==> src/rtl/l1_mem_arbiter.sv <==
// Round-robin arbiter sharing one line-wide memory port between the I-cache and
// the D-cache; latches the winner's request for the whole downstream transaction.
module l1_mem_arbiter #(
  parameter int ADDR_W = 16,
  parameter int LINE_W = 128
) (
  input  logic              clk,
  input  logic              reset_n,
  input  logic              i_mem_read,
  input  logic [ADDR_W-1:0] i_mem_address,
  output logic [LINE_W-1:0] i_mem_rdata,
  output logic              i_mem_resp,
  input  logic              d_mem_read,
  input  logic              d_mem_write,
  input  logic [ADDR_W-1:0] d_mem_address,
  input  logic [LINE_W-1:0] d_mem_wdata,
  output logic [LINE_W-1:0] d_mem_rdata,
  output logic              d_mem_resp,
  output logic              buf_mem_read,
  output logic              buf_mem_write,
  output logic [ADDR_W-1:0] buf_mem_address,
  output logic [LINE_W-1:0] buf_mem_wdata,
  input  logic [LINE_W-1:0] buf_mem_rdata,
  input  logic              buf_mem_resp
);

  typedef enum logic [1:0] {IDLE, SERVE_I, SERVE_D, RELEASE} state_t;

  typedef struct packed {
    logic              write;
    logic [ADDR_W-1:0] addr;
    logic [LINE_W-1:0] wdata;
  } line_req_t;

  state_t    state;
  logic      last_grant;  // 0 = I, 1 = D
  logic      busy;        // downstream strobe on, from grant through resp
  line_req_t lat;

  logic req_i, req_d, grant_d, d_is_write;

  assign req_i      = i_mem_read;
  assign req_d      = d_mem_read | d_mem_write;
  // Read+write together from the D-cache is resolved as a writeback.
  assign d_is_write = d_mem_write;
  // D wins when alone, or on a tie when I was served last.
  assign grant_d    = req_d & (~req_i | ~last_grant);

  always_ff @(posedge clk or negedge reset_n) begin
    if (!reset_n) begin
      state      <= IDLE;
      last_grant <= 1'b1;
      busy       <= 1'b0;
      lat        <= '0;
    end else begin
      case (state)
        IDLE: begin
          if (req_i | req_d) begin
            last_grant <= grant_d;
            busy       <= 1'b1;
            if (grant_d) begin
              lat.addr  <= d_mem_address;
              lat.wdata <= d_mem_wdata;
              lat.write <= d_is_write;
              state     <= SERVE_D;
            end else begin
              lat.addr  <= i_mem_address;
              lat.write <= 1'b0;
              state     <= SERVE_I;
            end
          end
        end
        SERVE_I, SERVE_D: begin
          if (buf_mem_resp) begin
            busy  <= 1'b0;
            state <= RELEASE;
          end
        end
        RELEASE: state <= IDLE;
        default: begin
          busy  <= 1'b0;
          state <= IDLE;
        end
      endcase
    end
  end

  assign buf_mem_read    = busy & ~lat.write;
  assign buf_mem_write   = busy &  lat.write;
  assign buf_mem_address = lat.addr;
  assign buf_mem_wdata   = lat.wdata;

  // Data fans out unconditionally; only the handshake is steered to the owner.
  assign i_mem_rdata = buf_mem_rdata;
  assign d_mem_rdata = buf_mem_rdata;
  assign i_mem_resp  = (state == SERVE_I) & buf_mem_resp;
  assign d_mem_resp  = (state == SERVE_D) & buf_mem_resp;

endmodule

==> config.mk <==
export PLATFORM = sky130hd
export DESIGN_NAME = l1_mem_arbiter
export DESIGN_NICKNAME = d
export VERILOG_FILES = /design/src/rtl/l1_mem_arbiter.sv
export SDC_FILE = /design/constraint.sdc
export NUM_CORES = 1
export LEC_CHECK = 0
export ABC_AREA = 1
export CAP_MARGIN = 20
export CORE_AREA = 2 2 275 277
export CTS_BUF_LIST = sky130_fd_sc_hd__clkbuf_2 sky130_fd_sc_hd__clkbuf_4 sky130_fd_sc_hd__clkbuf_8
export DETAILED_ROUTE_END_ITERATION = 8
export DIE_AREA = 0 0 277 279
export PLACE_DENSITY_LB_ADDON = 0.1
export SYNTH_ARGS = -nofsm -noshare
export SYNTH_HDL_FRONTEND = slang
export SYNTH_SLANG_ARGS = --single-unit
==> constraint.sdc <==
create_clock -name clk -period 1.6 [get_ports clk]
set_input_delay 0.32 -clock clk [delete_from_list [all_inputs] [get_ports clk]]
set_output_delay 0.32 -clock clk [all_outputs]
set_load 0.02 [all_outputs]
# Word-level counts from Yosys, hierarchy flattened

Index checks and enable logic that the tools add are counted.

Register bits after elaboration: 149
Input port bits: 294
Logic and storage cells: 37

Equality and inequality tests: 5
Multiplexer cells: 8
Bitwise operators: 11
Reduce and logical (&&, ||, !) cells: 7

Operators with widths:

| operator             | count |
|---|---|
| $mux W17             | 1 |
| $mux W2              | 3 |
| $pmux W2 S3          | 1 |
| $reduce_and A3 Y1    | 2 |
| $and A1 B1 Y1        | 5 |
| $eq A2 B2 Y1 const B | 2 |
| $ne A2 B2 Y1 const B | 2 |
| $reduce_and A2 Y1    | 2 |
| $not A1 Y1           | 3 |
| $or A1 B1 Y1         | 3 |
| $eq A2 B1 Y1 const B | 1 |
| $logic_not A2 Y1     | 1 |
| $mux W1              | 2 |
| $pmux W1 S2          | 1 |
| $reduce_bool A2 Y1   | 1 |
| $reduce_or A2 Y1     | 1 |

# Longest topological paths before layout

Gate-level depths: netlist of run 1.

Depth after elaboration: 6
Mapped depth: 8

# Least setup slack after synthesis of run 1

OpenSTA, ideal clock, no wires.

Path kind: reg2reg
Start: register state[0]
End: register lat (netlist bit buf_mem_wdata[100])
Data arrival time: 1244 ps
Data required time: 1484 ps
Setup slack: 240 ps
Stages on the path, launching flop included: 8
Clock period less this slack: 1360 ps
Cell sequence: dfrtp_1 -> inv_1 -> ha_1 -> nand3_2 -> buf_2 -> buf_2 -> nand2_1 -> nand2_1

Word-level cells in the longest chain between the ends: 2

Ends and longest elaborated chain:

| element                     | RTL line | RTL |
|---|---|---|
| from (decl)                 | 35       | `state_t state;` |
| from (signal assigned)      | 51       | `state <= IDLE;` |
| from (signal assigned)      | 65       | `state <= SERVE_D;` |
| from (signal assigned)      | 69       | `state <= SERVE_I;` |
| $logic_not A2 Y1            | 56       | `case (state)` |
| $reduce_and A3 Y1 (no line) | -        |  |
| to (decl)                   | 38       | `line_req_t lat;` |

No other way between the ends.
A chain may end at the register's enable or synchronous reset.

# Final worst setup path of run 1

Start: register state[1]
End: register lat (netlist bit buf_mem_wdata[23])

Same word-level chain as after synthesis.

==> impl_metrics.env, run 1 <==
export IMPL_post_route_worst_setup_slack_ns=-0.2210
export IMPL_preCtsSetupSlack_ns=-0.3445
export IMPL_htreeDepth=4
export IMPL_fin_cells=2087
export IMPL_clock_tree_root_cell="clkbuf_8"
export IMPL_num_vias=6308
export IMPL_avgSynthCellArea_sq_um=8.133
export IMPL_grtUsageTotal=0.08925
export IMPL_leakagePower_uw=0.005902
export IMPL_mostFrequentLayoutCells="311 x nand2_1, 164 x clkdlybuf4s50_1, 148 x dfrtp_1"
export IMPL_final_core_util=0.1640
export IMPL_p_sw_uw=11200
export IMPL_drc=0
export IMPL_setup_viol=131
export IMPL_tightest_slew_ns=0.3492
export IMPL_clkLatencyLatePin_ns=0.55
export IMPL_peakVddDrop_mv=0.5303
export IMPL_arrival_ns=2.26
export IMPL_slew_viol_final=0
export IMPL_endpoint_kind="flop"
export IMPL_die_area_sq_um=77280
export IMPL_period_needed_ns=1.821
export IMPL_p_comb_frac=0.587
export IMPL_internal_power_uw=13110
export IMPL_gp_congestion=0.6790
export IMPL_die_h_um=279
export IMPL_initial_utilization=0.1223
export IMPL_required_ns=2.04
export IMPL_synth_seq_area_share=0.4117
export IMPL_synth_nets=1412
export IMPL_grt_max_degree=46
export IMPL_drt_iter0_markers=201
export IMPL_synth_seq_cells=149
export IMPL_pwr_share_seq=0.283
export IMPL_worstSetupPathType="reg -> reg"
export IMPL_period_share=1.138
export IMPL_switching_share=0.4607
export IMPL_maxClockFrequency_mhz=549.1
export IMPL_die_w_um=277
export IMPL_rows=100
export IMPL_drive_gt1_frac=0.4138
export IMPL_viasPerCell=3.023
export IMPL_violations="negative setup slack"
export IMPL_top_level_ports=698
export IMPL_crit_fanout=7
export IMPL_skew_ns=0.01825
export IMPL_first_global_vias=6383
export IMPL_yosys_warnings=0
export IMPL_clock_power_share=0.130
export IMPL_dp_final_hpwl_mm=25.37
export IMPL_clockBufferDepth=2
export IMPL_syn_inst=1114
export IMPL_start_kind="flop"
export IMPL_antenna_left=0
export IMPL_cts_sinks=149
export IMPL_run_status="complete, but fails checks"
export IMPL_hold_path_class="in -> async"
export IMPL_grt_overflow=0
export IMPL_antenna_found_initial=3
export IMPL_core_sq_um=74070
export IMPL_port_buffers=313
export IMPL_hold_viol=0
export IMPL_place_inst=2006
export IMPL_slew_headroom=0.7672
export IMPL_synth_cell_types=17
export IMPL_max_cap_viol_count=0
export IMPL_dr_pass1_iters=4
export IMPL_p_per_area_nw_per_um2=2002
export IMPL_cts_tree="yes"
export IMPL_rsz0062_at_grt="true"
export IMPL_path_clk_slew_ns=0.10
export IMPL_grt_pass1_wl_mm=48.81
export IMPL_final_nets=1399
export IMPL_numCtsBuffers=17
export IMPL_postRouteWirelength_mm=38.78
export IMPL_area_growth_pct=34.06
export IMPL_final_common_cell="nand2_1"
export IMPL_synthesis_area_sq_um=9060
export IMPL_wl_per_cell_um=18.58
state kept, by name (all words and copies together) (netlist names):
signal / cells
last_grant: 1
busy: 1
buf_mem_address: 16
lat: 1
state: 2
buf_mem_wdata: 128
cell families after synthesis:
group	count (synthesis)	synth area share
buffers and inverters	448	0.3647
flip-flops	149	0.4117
AO/OA/AOI/OAI	2	0.001519
adder cells (fa/ha/maj)	4	0.005524
AND/OR/NAND/NOR	511	0.2165
power groups by stage:
| stage | combinational [uW] | sequential (uW) | clock [uW] |
|---|---|---|---|
| floorplan | 9260 | 6400 | 0 |
| global placement | 12000 | 6680 | 0 |
| detailed placement | 12000 | 6670 | 0 |
| CTS | 11300 | 6570 | 3480 |
| global route | 15500 | 7150 | 3580 |
| finish | 14300 | 6890 | 3160 |
synth_stat cells, drive strengths merged:
| master | n | area (sq um) |
|---|---|---|
| nand2 | 488 | 1844 |
| buf | 428 | 3229 |
| dfrtp | 148 | 3704 |
| nand3 | 21 | 110.1 |
| inv | 15 | 56.30 |
| clkbuf | 5 | 18.77 |
| ha | 4 | 50.05 |
| nor2 | 2 | 7.510 |
| o21ai | 2 | 13.76 |
| dfstp | 1 | 26.28 |
metal layers:
| layer | vias up | global-route usage | part of all wire |
|---|---|---|---|
| li1 | 2932 | - | - |
| met1 | 2915 | 0.09003 | 0.36 |
| met2 | 349 | 0.1500 | 0.52 |
| met3 | 108 | 0.04544 | 0.088 |
| met4 | 4 | 0.04794 | 0.034 |
| met5 | - | 0.003127 | 0.0012 |
worst paths after layout:
kind                                           from                  end  slack (ns)  cells after the start
worst max-delay path                       state[1]    buf_mem_wdata[23]       -0.22                     10
worst min-delay path                        reset_n   buf_mem_wdata[114]        0.15                      2
worst max register to register             state[1]    buf_mem_wdata[23]       -0.22                     10
worst min register to register  buf_mem_address[14]  buf_mem_address[14]        0.48                      2
max in group asynchronous                   reset_n    buf_mem_wdata[30]        0.82                      4
min in group clk                    d_mem_wdata[78]    buf_mem_wdata[78]        0.30                      3
layout make-up:
class,instances,area [sq um]
fill,8450,61930
timing repair inverter,1,11.26
clock buffer,22,284.0
antenna,4,10.01
clock inverter,10,97.59
multi-input combinational,517,2759
tap,969,1212
sequential,149,3730
inverter,15,68.82
timing repair buffer,400,3973
metrics by stage:
stage	hold WS (ns)	TNS (ns)	power (uW)	area, sq um
4_1_cts	0.06491	-8.652	21350	10690
3_3_place_gp	0.1565	-20.48	18710	10660
5_1_grt	0.1080	-24.97	26250	12140
6_report	0.1512	-16.31	24310	12150
2_1_floorplan	0.02441	0	15660	9060
3_5_place_dp	0.1580	-21.45	18640	10660
critical path: stages, from the launching register on:
cell and delay, ns:
dfrtp_1 0.42, inv_2 0.11, buf_6 0.10, buf_6 0.09
ha_4 0.14, nand3_4 0.21, buf_12 0.21, clkbuf_16 0.17
clkbuf_16 0.17, nand2_1 0.06, nand2_1 0.05
timing repair:
item | 4_1_cts | 5_1_grt
buffers inserted | 5 | 14
hold endpoints to repair | 104 | 0
hold buffers | 1 | 0
gates cloned | 4 | 26
setup endpoints to repair | 235 | 146
gates resized for setup | 631 | 288
pin swaps | 2 | 79
No activity file was read; power rests on OpenSTA's default activity.
==> inputs of run 2 (changes only) <==
- CTS_CLUSTER_DIAMETER: default -> 30
==> results of run 2 <==
Same layout as run 1: the final DEF is identical, and so are final timing and power.
==> inputs of run 3 (changes only) <==
- CAP_MARGIN: 20 -> default
- clock period: 1.6 -> 2.1 ns (I/O delays scaled with it)
==> run 3 against run 2 <==
  * The run now ends clean
  * Global-route usage shrank 0.18 points
  * Final cell count shrank 2.9%
  * Power shrank 34%
  * Flip-flop and latch count is the same
  * Utilization shrank 1.7 points
  * Clock power shrank 26%
  * Highest routed layer unchanged
==> impl_metrics.env, run 3 (synthesized netlist as in run 1, its figures left out) <==
export IMPL_run_status="finished, final reports clean"
export IMPL_numCtsBuffers=17
export IMPL_start_kind="flop"
export IMPL_antenna_found_initial=3
export IMPL_crit_start="buf_mem_wdata[42]"
export IMPL_gr_usage_met2=0.1457
export IMPL_drt_iter0_markers=252
export IMPL_max_cap_viol_count=0
export IMPL_maxClockFrequency_mhz=507.4
export IMPL_hp_start="d_mem_wdata[23]"
export IMPL_core_sq_um=74070
export IMPL_grtUsageTotal=0.08741
export IMPL_area_growth_pct=20.09
export IMPL_p_sw_uw=7057
export IMPL_top_level_ports=698
export IMPL_reg2reg_from="state[0]"
export IMPL_cts_sinks=149
export IMPL_final_common_cell="nand2_1"
export IMPL_setup_viol=0
export IMPL_num_vias=5977
export IMPL_mostFrequentLayoutCells="485 x nand2_1, 291 x clkdlybuf4s50_1, 148 x dfrtp_1"
export IMPL_timing_hold_ws_ns=0.4045
export IMPL_antenna_left=0
export IMPL_postRouteWirelength_mm=33.47
export IMPL_path_clk_slew_ns=0.10
export IMPL_tightest_slew_ns=0.5816
export IMPL_critPathMaxStageDelay_ns=0.65
export IMPL_slew_headroom=0.6119
export IMPL_worstSetupPathType="reg -> out"
export IMPL_wl_per_cell_um=16.52
export IMPL_clock_tree_root_cell="clkbuf_8"
export IMPL_internal_power_uw=8878
export IMPL_die_area_sq_um=77280
export IMPL_fin_cells=2026
export IMPL_p_per_area_nw_per_um2=1465
export IMPL_largest_reg_flops=128
export IMPL_gr_usage_met1=0.08980
export IMPL_register_area_sq_um=3730
export IMPL_leakagePower_uw=0.005062
export IMPL_drc=0
export IMPL_clkLatencyLatePin_ns=0.54
export IMPL_required_ns=1.68
export IMPL_drive_gt1_frac=0.07204
export IMPL_htreeDepth=4
export IMPL_viasPerCell=2.950
export IMPL_gp_congestion=0.6799
export IMPL_endpoint_kind="output pin"
export IMPL_final_nets=1340
export IMPL_switching_share=0.4429
export IMPL_dr_pass1_iters=4
export IMPL_period_needed_ns=1.971
export IMPL_initial_utilization=0.1223
export IMPL_cts_tree="yes"
export IMPL_skew_ns=0.02319
export IMPL_top_usage_layer="met2"
export IMPL_r2r_setup_slack_ns=0.47
export IMPL_clockBufferDepth=2
export IMPL_rows=100
export IMPL_cp_num_buf_inv=1
export IMPL_crit_fanout=2
export IMPL_arrival_ns=1.55
export IMPL_multi_input_area_sq_um=2038
export IMPL_grt_use_met3=0.04184
export IMPL_place_inst=1990
export IMPL_hold_path_class="in -> reg"
export IMPL_clock_power_share=0.147
export IMPL_slowest_stage="clkdlybuf4s50_1"
export IMPL_p_comb_frac=0.538
export IMPL_die_w_um=277
export IMPL_die_h_um=279
export IMPL_grt_max_degree=45
export IMPL_path_cells="clkdlybuf4s50_1"
export IMPL_peakVddDrop_mv=0.4682
export IMPL_slew_viol_final=0
export IMPL_critPathTopFamily="buffers and inverters"
export IMPL_hold_viol=0
export IMPL_pwr_share_seq=0.314
export IMPL_grt_pass1_wl_mm=48.24
export IMPL_rsz0062_at_grt="false"
export IMPL_port_buffers=313
export IMPL_fillers=8458
export IMPL_period_share=0.9385
export IMPL_dp_final_hpwl_mm=24.89
export IMPL_grt_overflow=0
export IMPL_first_global_vias=6477
-- run 3: cell count changes in the layout (fill, tap and decap cells not counted), sizes merged --
cell and change:
buf -176, clkdlybuf4s50 +127, clkbuf -20, dlygate4sd2 +15
clkdlybuf4s15 -8, dlymetal6s2s +4, clkinvlp +3, clkinv -2
diode -2, bufinv -1, inv -1
-- run 3: layout make-up --
cell class / instances / area share
Inverter: 15 / 0.005405
Tap cell: 969 / 0.1114
Multi-Input combinational cell: 517 / 0.1873
Antenna cell: 2 / 0.0004600
Clock inverter: 10 / 0.006670
Sequential cell: 149 / 0.3428
Clock buffer: 22 / 0.02668
Timing Repair Buffer: 342 / 0.3192
-- run 3: worst paths after layout --
path	to	cells past startpoint
min reg2reg	buf_mem_address[0]	2
min in group asynchronous	buf_mem_wdata[120]	2
max reg2reg	buf_mem_wdata[96]	7
max	buf_mem_wdata[42]	1
max in group asynchronous	buf_mem_wdata[49]	3
min	buf_mem_wdata[23]	3
-- run 3: per-layer routing --
layer	part of all wire	routed length, um	vias up
met1	0.37	12400	2736
li1	-	-	2805
met4	0.042	1396	2
met3	0.099	3315	101
met2	0.49	16310	333
met5	0.0014	47	-
-- run 3: per-stage QoR --
step	TNS, ns	worst slack [ns]	util	cell area [sq um]	power [uW]
finish	0	0.1291	0.1469	10880	15940
global route	0	0.005847	0.1469	10880	17360
CTS	-0.09171	-0.05705	0.1468	10870	16530
detailed placement	0	0.01371	0.1419	10510	14050
global placement	0	0.02636	0.1419	10510	14080
floorplan	0	0.7397	-	9060	11930
-- run 3: power by group through the flow --
| stage | registers [uW] | clock network [uW] | logic [uW] |
|---|---|---|---|
| finish | 5010 | 2340 | 8580 |
| global route | 5220 | 2670 | 9470 |
| CTS | 5040 | 2590 | 8900 |
| detailed placement | 5080 | 0 | 8970 |
| global placement | 5080 | 0 | 9000 |
| floorplan | 4880 | 0 | 7060 |
-- run 3: timing repair --
| action | 4_1_cts | 5_1_grt |
|---|---|---|
| pin swaps | 0 | 0 |
| hold endpoints to repair | 33 | 0 |
| setup endpoints to repair | 17 | 6 |
| cloned | 0 | 0 |
| buffers inserted | 0 | 1 |
| resized for setup | 24 | 7 |
| hold buffers | 1 | 0 |
